--- src/rtl/snl_move_monitor_if.sv ---
// ---------------------------------------------------------------------------
// snl_move_monitor_if
// Move-event stream from the monitor to the display/logging logic.
//   evt_valid  head event present (monitor -> consumer)
//   evt_ready  consumer accepts the head event this cycle (consumer -> monitor)
//   evt_type   00 STEP, 01 LADDER, 10 SNAKE, 11 ERROR
//   evt_win    head event coincided with the win assertion
//   evt_from   square before the move
//   evt_to     square after the move
// master = event producer (the monitor), slave = event consumer.
// ---------------------------------------------------------------------------
interface snl_move_monitor_if;
  logic       evt_valid;
  logic       evt_ready;
  logic [1:0] evt_type;
  logic       evt_win;
  logic [6:0] evt_from;
  logic [6:0] evt_to;

  modport master (
    output evt_valid, evt_type, evt_win, evt_from, evt_to,
    input  evt_ready
  );

  modport slave (
    input  evt_valid, evt_type, evt_win, evt_from, evt_to,
    output evt_ready
  );
endinterface

--- src/rtl/snl_move_monitor.sv ---
// ---------------------------------------------------------------------------
// snl_move_monitor
// Watches the game core's player position and win flag, classifies every
// position change (STEP / LADDER / SNAKE / ERROR), and queues the move events
// in a small FIFO drained through a valid/ready interface. Also counts turns,
// latches game-over, and flags dropped events.
// Ports:
//   clk         rising-edge clock shared with the game core
//   reset       asynchronous, active-low reset (0 = reset)
//   player_pos  current square from the game core
//   win         game core win flag
//   evt         move-event stream (master side of snl_move_monitor_if)
//   turn_count  moves detected since reset, saturating
//   game_over   high from the cycle after win is first seen until reset
//   overflow    sticky, set when an event is dropped on a full FIFO
// ---------------------------------------------------------------------------
module snl_move_monitor #(
  parameter int BOARD_MAX  = 100,
  parameter int MAX_DIE    = 6,
  parameter int FIFO_DEPTH = 4,
  parameter int TURN_W     = 8
) (
  input  logic                     clk,
  input  logic                     reset,
  input  logic [6:0]               player_pos,
  input  logic                     win,
  snl_move_monitor_if.master       evt,
  output logic [TURN_W-1:0]        turn_count,
  output logic                     game_over,
  output logic                     overflow
);

  localparam int PTR_W = $clog2(FIFO_DEPTH);

  localparam logic [6:0] C_BOARD_MAX = 7'(BOARD_MAX);
  localparam logic [6:0] C_MAX_DIE   = 7'(MAX_DIE);

  localparam logic [1:0] EVT_STEP   = 2'b00;
  localparam logic [1:0] EVT_LADDER = 2'b01;
  localparam logic [1:0] EVT_SNAKE  = 2'b10;
  localparam logic [1:0] EVT_ERROR  = 2'b11;

  typedef enum logic [1:0] {
    ST_ARM,
    ST_PLAY,
    ST_OVER
  } state_t;

  typedef struct packed {
    logic [1:0] kind;
    logic       win;
    logic [6:0] from;
    logic [6:0] to;
  } event_t;

  state_t              r_state;
  state_t              w_next_state;
  logic [6:0]          r_prev_pos;
  logic [TURN_W-1:0]   r_turn;
  logic                r_game_over;
  logic                r_overflow;
  event_t              r_mem [FIFO_DEPTH];
  logic [PTR_W:0]      r_wr_ptr;
  logic [PTR_W:0]      r_rd_ptr;

  logic                w_changed;
  logic                w_detect;
  logic [6:0]          w_delta;
  event_t              w_event;
  event_t              w_head;
  logic                w_empty;
  logic                w_full;
  logic                w_pop;
  logic                w_push;

  assign w_changed = (player_pos != r_prev_pos);

  // State register.
  always_ff @(posedge clk or negedge reset) begin
    if (!reset) begin
      r_state <= ST_ARM;
    end else begin
      r_state <= w_next_state;
    end
  end

  // Next-state and move detection. game_over is always 0 while in PLAY, so
  // "win && !game_over" reduces to plain win here.
  always_comb begin
    w_next_state = r_state;
    w_detect     = 1'b0;
    case (r_state)
      ST_ARM: begin
        w_next_state = ST_PLAY;
      end
      ST_PLAY: begin
        w_detect = w_changed || win;
        if (win) begin
          w_next_state = ST_OVER;
        end
      end
      ST_OVER: begin
        w_next_state = ST_OVER;
      end
      default: begin
        w_next_state = ST_ARM;
      end
    endcase
  end

  // Classify the candidate move; order matters (invalid square beats snake).
  // A win without movement has from == to and therefore falls through to STEP.
  always_comb begin
    w_delta      = player_pos - r_prev_pos;
    w_event.win  = win;
    w_event.from = r_prev_pos;
    w_event.to   = player_pos;
    if ((player_pos > C_BOARD_MAX) || (player_pos == 7'd0)) begin
      w_event.kind = EVT_ERROR;
    end else if (player_pos < r_prev_pos) begin
      w_event.kind = EVT_SNAKE;
    end else if (w_delta > C_MAX_DIE) begin
      w_event.kind = EVT_LADDER;
    end else begin
      w_event.kind = EVT_STEP;
    end
  end

  // FIFO status. A pop frees a slot in the same cycle, so a full FIFO can
  // still take a push; a pop on an empty FIFO never happens.
  assign w_empty = (r_wr_ptr == r_rd_ptr);
  assign w_full  = (r_wr_ptr[PTR_W-1:0] == r_rd_ptr[PTR_W-1:0]) &&
                   (r_wr_ptr[PTR_W] != r_rd_ptr[PTR_W]);
  assign w_pop   = !w_empty && evt.evt_ready;
  assign w_push  = w_detect && (!w_full || w_pop);

  // Position tracking, turn counter, game-over and overflow flags. Dropped
  // events still advance prev_pos and the turn count.
  always_ff @(posedge clk or negedge reset) begin
    if (!reset) begin
      r_prev_pos  <= '0;
      r_turn      <= '0;
      r_game_over <= 1'b0;
      r_overflow  <= 1'b0;
    end else begin
      if (r_state == ST_ARM) begin
        r_prev_pos <= player_pos;
      end else if (r_state == ST_PLAY) begin
        if (w_detect) begin
          r_prev_pos <= player_pos;
        end
        if (w_changed && (r_turn != '1)) begin
          r_turn <= r_turn + 1'b1;
        end
        if (win) begin
          r_game_over <= 1'b1;
        end
        if (w_detect && !w_push) begin
          r_overflow <= 1'b1;
        end
      end
    end
  end

  // Event storage and pointers.
  always_ff @(posedge clk or negedge reset) begin
    if (!reset) begin
      r_wr_ptr <= '0;
      r_rd_ptr <= '0;
      for (int i = 0; i < FIFO_DEPTH; i++) begin
        r_mem[i] <= '0;
      end
    end else begin
      if (w_push) begin
        r_mem[r_wr_ptr[PTR_W-1:0]] <= w_event;
        r_wr_ptr <= r_wr_ptr + 1'b1;
      end
      if (w_pop) begin
        r_rd_ptr <= r_rd_ptr + 1'b1;
      end
    end
  end

  // Head event driven from registers only; zeroed while the FIFO is empty.
  assign w_head        = r_mem[r_rd_ptr[PTR_W-1:0]];
  assign evt.evt_valid = !w_empty;
  assign evt.evt_type  = w_empty ? 2'b00 : w_head.kind;
  assign evt.evt_win   = w_empty ? 1'b0  : w_head.win;
  assign evt.evt_from  = w_empty ? 7'd0  : w_head.from;
  assign evt.evt_to    = w_empty ? 7'd0  : w_head.to;

  assign turn_count = r_turn;
  assign game_over  = r_game_over;
  assign overflow   = r_overflow;

endmodule

--- src/flat_wrapper.sv ---
// flat-port wrapper written by rule: the top's interface ports become plain ports
module snl_move_monitor_flat 
#(
  parameter int BOARD_MAX  = 100,
  parameter int MAX_DIE    = 6,
  parameter int FIFO_DEPTH = 4,
  parameter int TURN_W     = 8
)
  (clk, reset, player_pos, win, turn_count, game_over, overflow, evt_evt_valid, evt_evt_type, evt_evt_win, evt_evt_from, evt_evt_to, evt_evt_ready);
  snl_move_monitor_if evt_i ();
  input  logic clk;
  input  logic reset;
  input  logic [6:0] player_pos;
  input  logic win;
  output logic [TURN_W-1:0] turn_count;
  output logic game_over;
  output logic overflow;
  output wire logic [$bits(evt_i.evt_valid)-1:0] evt_evt_valid;
  output wire logic [$bits(evt_i.evt_type)-1:0] evt_evt_type;
  output wire logic [$bits(evt_i.evt_win)-1:0] evt_evt_win;
  output wire logic [$bits(evt_i.evt_from)-1:0] evt_evt_from;
  output wire logic [$bits(evt_i.evt_to)-1:0] evt_evt_to;
  input wire logic [$bits(evt_i.evt_ready)-1:0] evt_evt_ready;
  assign evt_evt_valid = evt_i.evt_valid;
  assign evt_evt_type = evt_i.evt_type;
  assign evt_evt_win = evt_i.evt_win;
  assign evt_evt_from = evt_i.evt_from;
  assign evt_evt_to = evt_i.evt_to;
  assign evt_i.evt_ready = evt_evt_ready;
  snl_move_monitor #(.BOARD_MAX(BOARD_MAX), .MAX_DIE(MAX_DIE), .FIFO_DEPTH(FIFO_DEPTH), .TURN_W(TURN_W)) u_core (.clk(clk), .reset(reset), .player_pos(player_pos), .win(win), .evt(evt_i), .turn_count(turn_count), .game_over(game_over), .overflow(overflow));
endmodule
--- config.mk ---
export PLATFORM = sky130hd
export DESIGN_NAME = snl_move_monitor_flat
export DESIGN_NICKNAME = d
export VERILOG_FILES = /design/src/rtl/snl_move_monitor_if.sv /design/src/rtl/snl_move_monitor.sv /design/src/flat_wrapper.sv
export SDC_FILE = /design/constraint.sdc
export NUM_CORES = 1
export LEC_CHECK = 0
export BUFFER_PORTS_ARGS = -buffer_cell sky130_fd_sc_hd__buf_2
export CORE_UTILIZATION = 64
export DETAILED_ROUTE_END_ITERATION = 10
export GPL_ROUTABILITY_DRIVEN = 0
export HOLD_SLACK_MARGIN = 0.02
export PLACE_DENSITY = 0.85
export SYNTH_ARGS = -nofsm -noshare
export SYNTH_HDL_FRONTEND = slang
export SYNTH_SLANG_ARGS = --single-unit
export TNS_END_PERCENT = 20
--- constraint.sdc ---
create_clock -name clk -period 4.65 [get_ports clk]
set_input_delay 0.93 -clock clk [delete_from_list [all_inputs] [get_ports clk]]
set_output_delay 0.93 -clock clk [all_outputs]
set_load 0.05 [all_outputs]
==> impl_metrics.json, run 1 <==
{
  "required_ps": 3720,
  "syn_to_final_growth_pct": 9.374,
  "synth-seq-area-share_pct": 49.53,
  "antenna_cells": 0,
  "synth_compound_area_share_pct": 5.166,
  "synth-edff-count": 0,
  "antenna_found_initial": 0,
  "clkTransAtPathRegs_ps": 90,
  "synthSimpleGateAreaFrac_pct": 9.454,
  "setup_viol_count_final": 0,
  "overflow": 0,
  "synth_top_family_by_area": "multiplexers",
  "post-cts-setup-buffers": 0,
  "wirelength_um": 8795,
  "clk_latency_ps": 360,
  "synth_cell_types": 46,
  "drtIter0Drc": 167,
  "synthXorXnorAreaFrac_pct": 3.142,
  "synthesis.nets": 375,
  "ioPinCount": 39,
  "grt_pass1_wl_um": 14470,
  "std_cell_rows": 30,
  "slew_viol_final": 0,
  "initial_core_util_pct": 67.66,
  "grt_use_total_pct": 25.55,
  "final_common_cell": "dfrtp_1",
  "antenna_left": 0,
  "layout_common_cells": "dfrtp_1, mux2_1, buf_2",
  "die_area_sq_um": 7688,
  "grt_max_degree": 59,
  "core_area_sq_um": 6944,
  "fillCellCount": 437,
  "cts_tree": "yes",
  "fmax_mhz": 291.2,
  "drc": 0,
  "port_buffers": 38,
  "async_flop_share_pct": 100.0,
  "min_period_over_period_pct": 73.85,
  "fin_skew_ps": 5.167,
  "cp-start-kind": "flop",
  "ctsResizeCount": 0,
  "tightest_slew_ps": 945.7,
  "die_width_um": 87.68,
  "fin_crit_ps": 3434,
  "dr.pass1.iters": 4,
  "synthAdderAreaFrac_pct": 4.421,
  "synth_top_flop_cell": "dfrtp_1",
  "worst_setup_path_end_kind": "primary output",
  "clockBufferDepth": 2,
  "worstSetupPathType": "reg -> out",
  "synth_top_cell_area_share_pct": 49.53,
  "vias_per_cell": 5.823,
  "synth.top_cells.by_area": "dfrtp_1, mux2_1, mux4_2",
  "grt_pass1_vias": 2954,
  "cts.htree.levels": 3,
  "drive_gt1_share_pct": 25.38,
  "outcome": "finished, final reports clean",
  "hpwl_um": 5844,
  "cts_root_buf": "clkbuf_8",
  "slew_headroom_pct": 36.95,
  "syn_area_per_cell_sq_um": 13.50,
  "cts_sinks": 93,
  "fin_nets": 412,
  "finalSetupTns_ps": 0,
  "die-height_um": 87.68,
  "hold_violations": 0,
  "ys_warn_count": 0,
  "yosysTopAreaCell": "dfrtp_1",
  "ys_ff_latch": 93,
  "arrival_ps": 2500,
  "synthMuxAreaShare_pct": 24.69,
  "synthCells": 348,
  "numCtsBuffers": 9,
  "crit_fanout": 20,
  "min_path_type": "reg -> reg",
  "maxCapViolations": 0,
  "rsz0062_at_grt": "false",
  "synthesis.area_sq_um": 4698,
  "vias": 2830,
  "hold_buffers": 0,
  "wire_per_inst_um": 18.10
}
[cells by family (layout without fill, tap and decap cells)]
family | count (synthesis) | after routing
adder cells (fa/ha/maj) | 16 | 16
XOR/XNOR | 16 | 16
flip-flops | 93 | 93
AO/OA/AOI/OAI | 39 | 39
AND/OR/NAND/NOR | 76 | 76
buffers and inverters | 28 | 70
multiplexers | 80 | 80
[state kept, by name, summed over array words and instances, names as in the netlist]
register           cells
u_core.r_mem          68
u_core.turn_count      8
u_core.r_prev_pos      7
u_core.r_rd_ptr        3
u_core.r_wr_ptr        3
u_core.r_state         2
u_core.game_over       1
u_core.overflow        1
[synth_stat cells, drive strengths merged, types with 2 or more instances]
cell    instances
dfrtp          93
mux2           63
and2           21
mux4           17
ha             15
inv            13
nand2          13
a21oi          12
nor2           12
buf            11
o21ai          11
xnor2          11
nand2b          6
nand3           6
xor2            5
a31oi           4
clkbuf          4
nor2b           4
nand4           3
nor3b           3
o31ai           2
or3             2
[area by class of cell]
type / instances / area, sq um / share of cell area, %
multi-input combinational: 227 / 2202 / 42.85
clock buffer: 11 / 141.4 / 2.751
sequential: 93 / 2327 / 45.29
inverter: 13 / 48.80 / 0.9496
clock inverter: 5 / 83.83 / 1.631
tap: 96 / 120.1 / 2.337
timing repair buffer: 41 / 215.2 / 4.188
[routing by layer]
metal  part of all wire [%]  wire, um  GRT usage, %
met5                      0         0             0
met4                    1.3       110         10.58
met3                    4.8       418         3.016
met2                     50      4360         43.11
met1                     44      3905         34.02
[per-stage QoR]
stage                     util (%)  worst slack [ps]  area, sq um  hold slack, ps  std cells
final                        74.00              1216         5139           459.8        486
after global routing         74.00              1030         5139           477.9        486
after CTS                    74.00              1177         5139           463.5        486
after detailed placement     70.76              1369         4913           442.7        470
after global placement       70.76              1482         4913           441.5        470
after floorplan                  -              1715         4698           452.4        348
[path summary, 6_finish.rpt]
check | cells after the start | endpoint | startpoint | slack, ps
setup / recovery | 5 | evt_evt_to[6] | u_core.r_rd_ptr[0] | 1220
hold / removal | 1 | u_core.game_over | u_core.game_over | 460
setup reg to reg | 5 | u_core.r_mem[2] | u_core.r_rd_ptr[0] | 1970
hold reg to reg | 1 | u_core.game_over | u_core.game_over | 460
max in group asynchronous | 2 | u_core.r_mem[7] | reset | 3090
min in group asynchronous | 1 | u_core.r_mem[63] | reset | 620
[worst max-delay path: stages, from the launching register on]
cell and delay, ps:
dfrtp_1 740, xor2_1 330, nor2_1 70, nand2_1 510, and2_1 220, buf_2 270
Power of run 1 is left out: the tool's default activity adds up to more than one toggle a clock period on the data nets, which glitch-free logic cannot reach.
==> run 2: changes to the inputs <==
--- a/config.mk
+++ b/config.mk
@@ -6,11 +6,11 @@
 export NUM_CORES = 1
 export LEC_CHECK = 0
 export BUFFER_PORTS_ARGS = -buffer_cell sky130_fd_sc_hd__buf_2
-export CORE_UTILIZATION = 64
+export CORE_UTILIZATION = 54
 export DETAILED_ROUTE_END_ITERATION = 10
 export GPL_ROUTABILITY_DRIVEN = 0
 export HOLD_SLACK_MARGIN = 0.02
-export PLACE_DENSITY = 0.85
+export PLACE_DENSITY = 0.76
 export SYNTH_ARGS = -nofsm -noshare
 export SYNTH_HDL_FRONTEND = slang
 export SYNTH_SLANG_ARGS = --single-unit
==> constraint.sdc (replaced) <==
create_clock -name clk -period 2.8 [get_ports clk]
set_input_delay 0.56 -clock clk [delete_from_list [all_inputs] [get_ports clk]]
set_output_delay 0.56 -clock clk [all_outputs]
set_load 0.05 [all_outputs]
==> run 2 against run 1 <==
Against the previous run:
- clock skew rose by 5.1 ps
- global-route usage shrank 3.6 points
- cell area grew 1.6%
- via count is 0.11% lower
- hold slack got worse by 280 ps
- register-to-register slack lost 1600 ps
- non-clock buffer count increased by 10
- setup slack got worse by 1000 ps
- die area increased by 18%
- sequential cell count unchanged
- critical path type unchanged
- largest cell class unchanged
- highest routed layer unchanged
==> impl_metrics.json, run 2 (synthesis results as in run 1) <==
{
  "fin_nets": 422,
  "die_area_sq_um": 9077,
  "slew_viol_final": 0,
  "drc": 0,
  "clockBufferDepth": 2,
  "antenna_found_initial": 0,
  "fmax_mhz": 382.3,
  "r2r_slack_ps": 340,
  "ctsResizeCount": 0,
  "wirelength_um": 8866,
  "required_ps": 2240,
  "hold_violations": 0,
  "post-cts-setup-buffers": 0,
  "worst_r2r_endpoint": "u_core.r_mem[49]",
  "maxCapViolations": 0,
  "min_path_type": "in -> async",
  "drive_gt1_share_pct": 27.50,
  "clkTransAtPathRegs_ps": 90,
  "fin_crit_ps": 2616,
  "numCtsBuffers": 9,
  "dr.pass1.iters": 4,
  "tightest_slew_ps": 593.2,
  "rsz0062_at_grt": "false",
  "antenna_left": 0,
  "final_common_cell": "dfrtp_1",
  "clk_latency_ps": 370,
  "cts_sinks": 93,
  "vias": 2827,
  "port_buffers": 38,
  "die_width_um": 95.28,
  "ioPinCount": 39,
  "wire_per_inst_um": 17.56,
  "drtIter0Drc": 96,
  "initial_core_util_pct": 56.61,
  "grt_use_total_pct": 21.99,
  "grt_max_degree": 49,
  "rr_worst_depth": 8,
  "setup_viol_count_final": 0,
  "hold_buffers": 0,
  "cp-start-kind": "flop",
  "overflow": 0,
  "vias_per_cell": 5.598,
  "cts.htree.levels": 3,
  "die-height_um": 95.28,
  "cts_root_buf": "clkbuf_8",
  "worstSetupPathType": "reg -> out",
  "crit_fanout": 11,
  "max_flop_register": "u_core.r_mem",
  "slew_headroom_pct": 60.45,
  "arrival_ps": 2060,
  "worst_setup_path_end_kind": "primary output",
  "largest_reg_flops": 68,
  "holdWs_ps": 181.7,
  "hpwl_um": 6154,
  "fin_skew_ps": 10.28,
  "finalSetupTns_ps": 0,
  "rr_startpoint": "u_core.r_prev_pos[5]",
  "core_area_sq_um": 8299,
  "grt_pass1_vias": 2911,
  "layout_common_cells": "dfrtp_1, mux2_1, buf_2",
  "fin_util_pct": 62.93,
  "syn_to_final_growth_pct": 11.16,
  "std_cell_rows": 33,
  "outcome": "finished, final reports clean",
  "cts_tree": "yes",
  "antenna_cells": 0,
  "min_period_over_period_pct": 93.43,
  "grt_pass1_wl_um": 14610
}
-- run 2: cell count changes in the layout (fill, tap and decap cells not counted), sizes merged --
| cell | before | now |
|---|---|---|
| bufinv | 2 | 1 |
| buf | 41 | 51 |
| clkinv | 1 | 2 |
-- run 2: worst max path at each step --
stage / from / end / slack, ps
2_1_floorplan: u_core.r_rd_ptr[0] / evt_evt_from[0] / 240
3_3_place_gp: player_pos[0] / u_core.r_mem[32] / 150
3_5_place_dp: player_pos[0] / u_core.r_mem[49] / 110
4_1_cts: u_core.r_rd_ptr[0] / evt_evt_type[1] / 140
5_1_grt: u_core.r_rd_ptr[0] / evt_evt_type[0] / 40
6_report: u_core.r_rd_ptr[0] / evt_evt_type[1] / 180
-- run 2: worst max-delay path, cell delays in order, from the launching register on --
cell and delay (ps):
dfrtp_1 360, buf_4 250, xor2_1 300, nor2_1 70
nand2_1 80, buf_4 180, and2_1 170, buf_2 270
-- run 2: metal layers --
metal	global-route usage (%)	up-vias	part of all wire, %
met3	5.821	15	3.2
met4	6.818	0	1.3
met1	29.06	1421	46
met5	0	-	0
met2	35.54	53	49
li1	-	1338	-
-- run 2: stage by stage --
step,setup slack (ps),instances,cell area (sq um)
detailed placement,107.4,489,5012
global route,44.25,505,5223
finish,183.9,505,5223
CTS,141.2,505,5223
floorplan,235.3,348,4698
global placement,146.7,489,5012
-- run 2: layout make-up --
cell class / count / area (sq um)
inverters: 13 / 48.80
multi-input cells: 227 / 2202
clock buffers: 11 / 151.4
flip-flops and latches: 93 / 2327
fillers: 644 / 3077
clock inverters: 5 / 58.81
repair buffers: 51 / 302.8
well taps: 105 / 131.4
Power of run 2 is left out for the same reason.
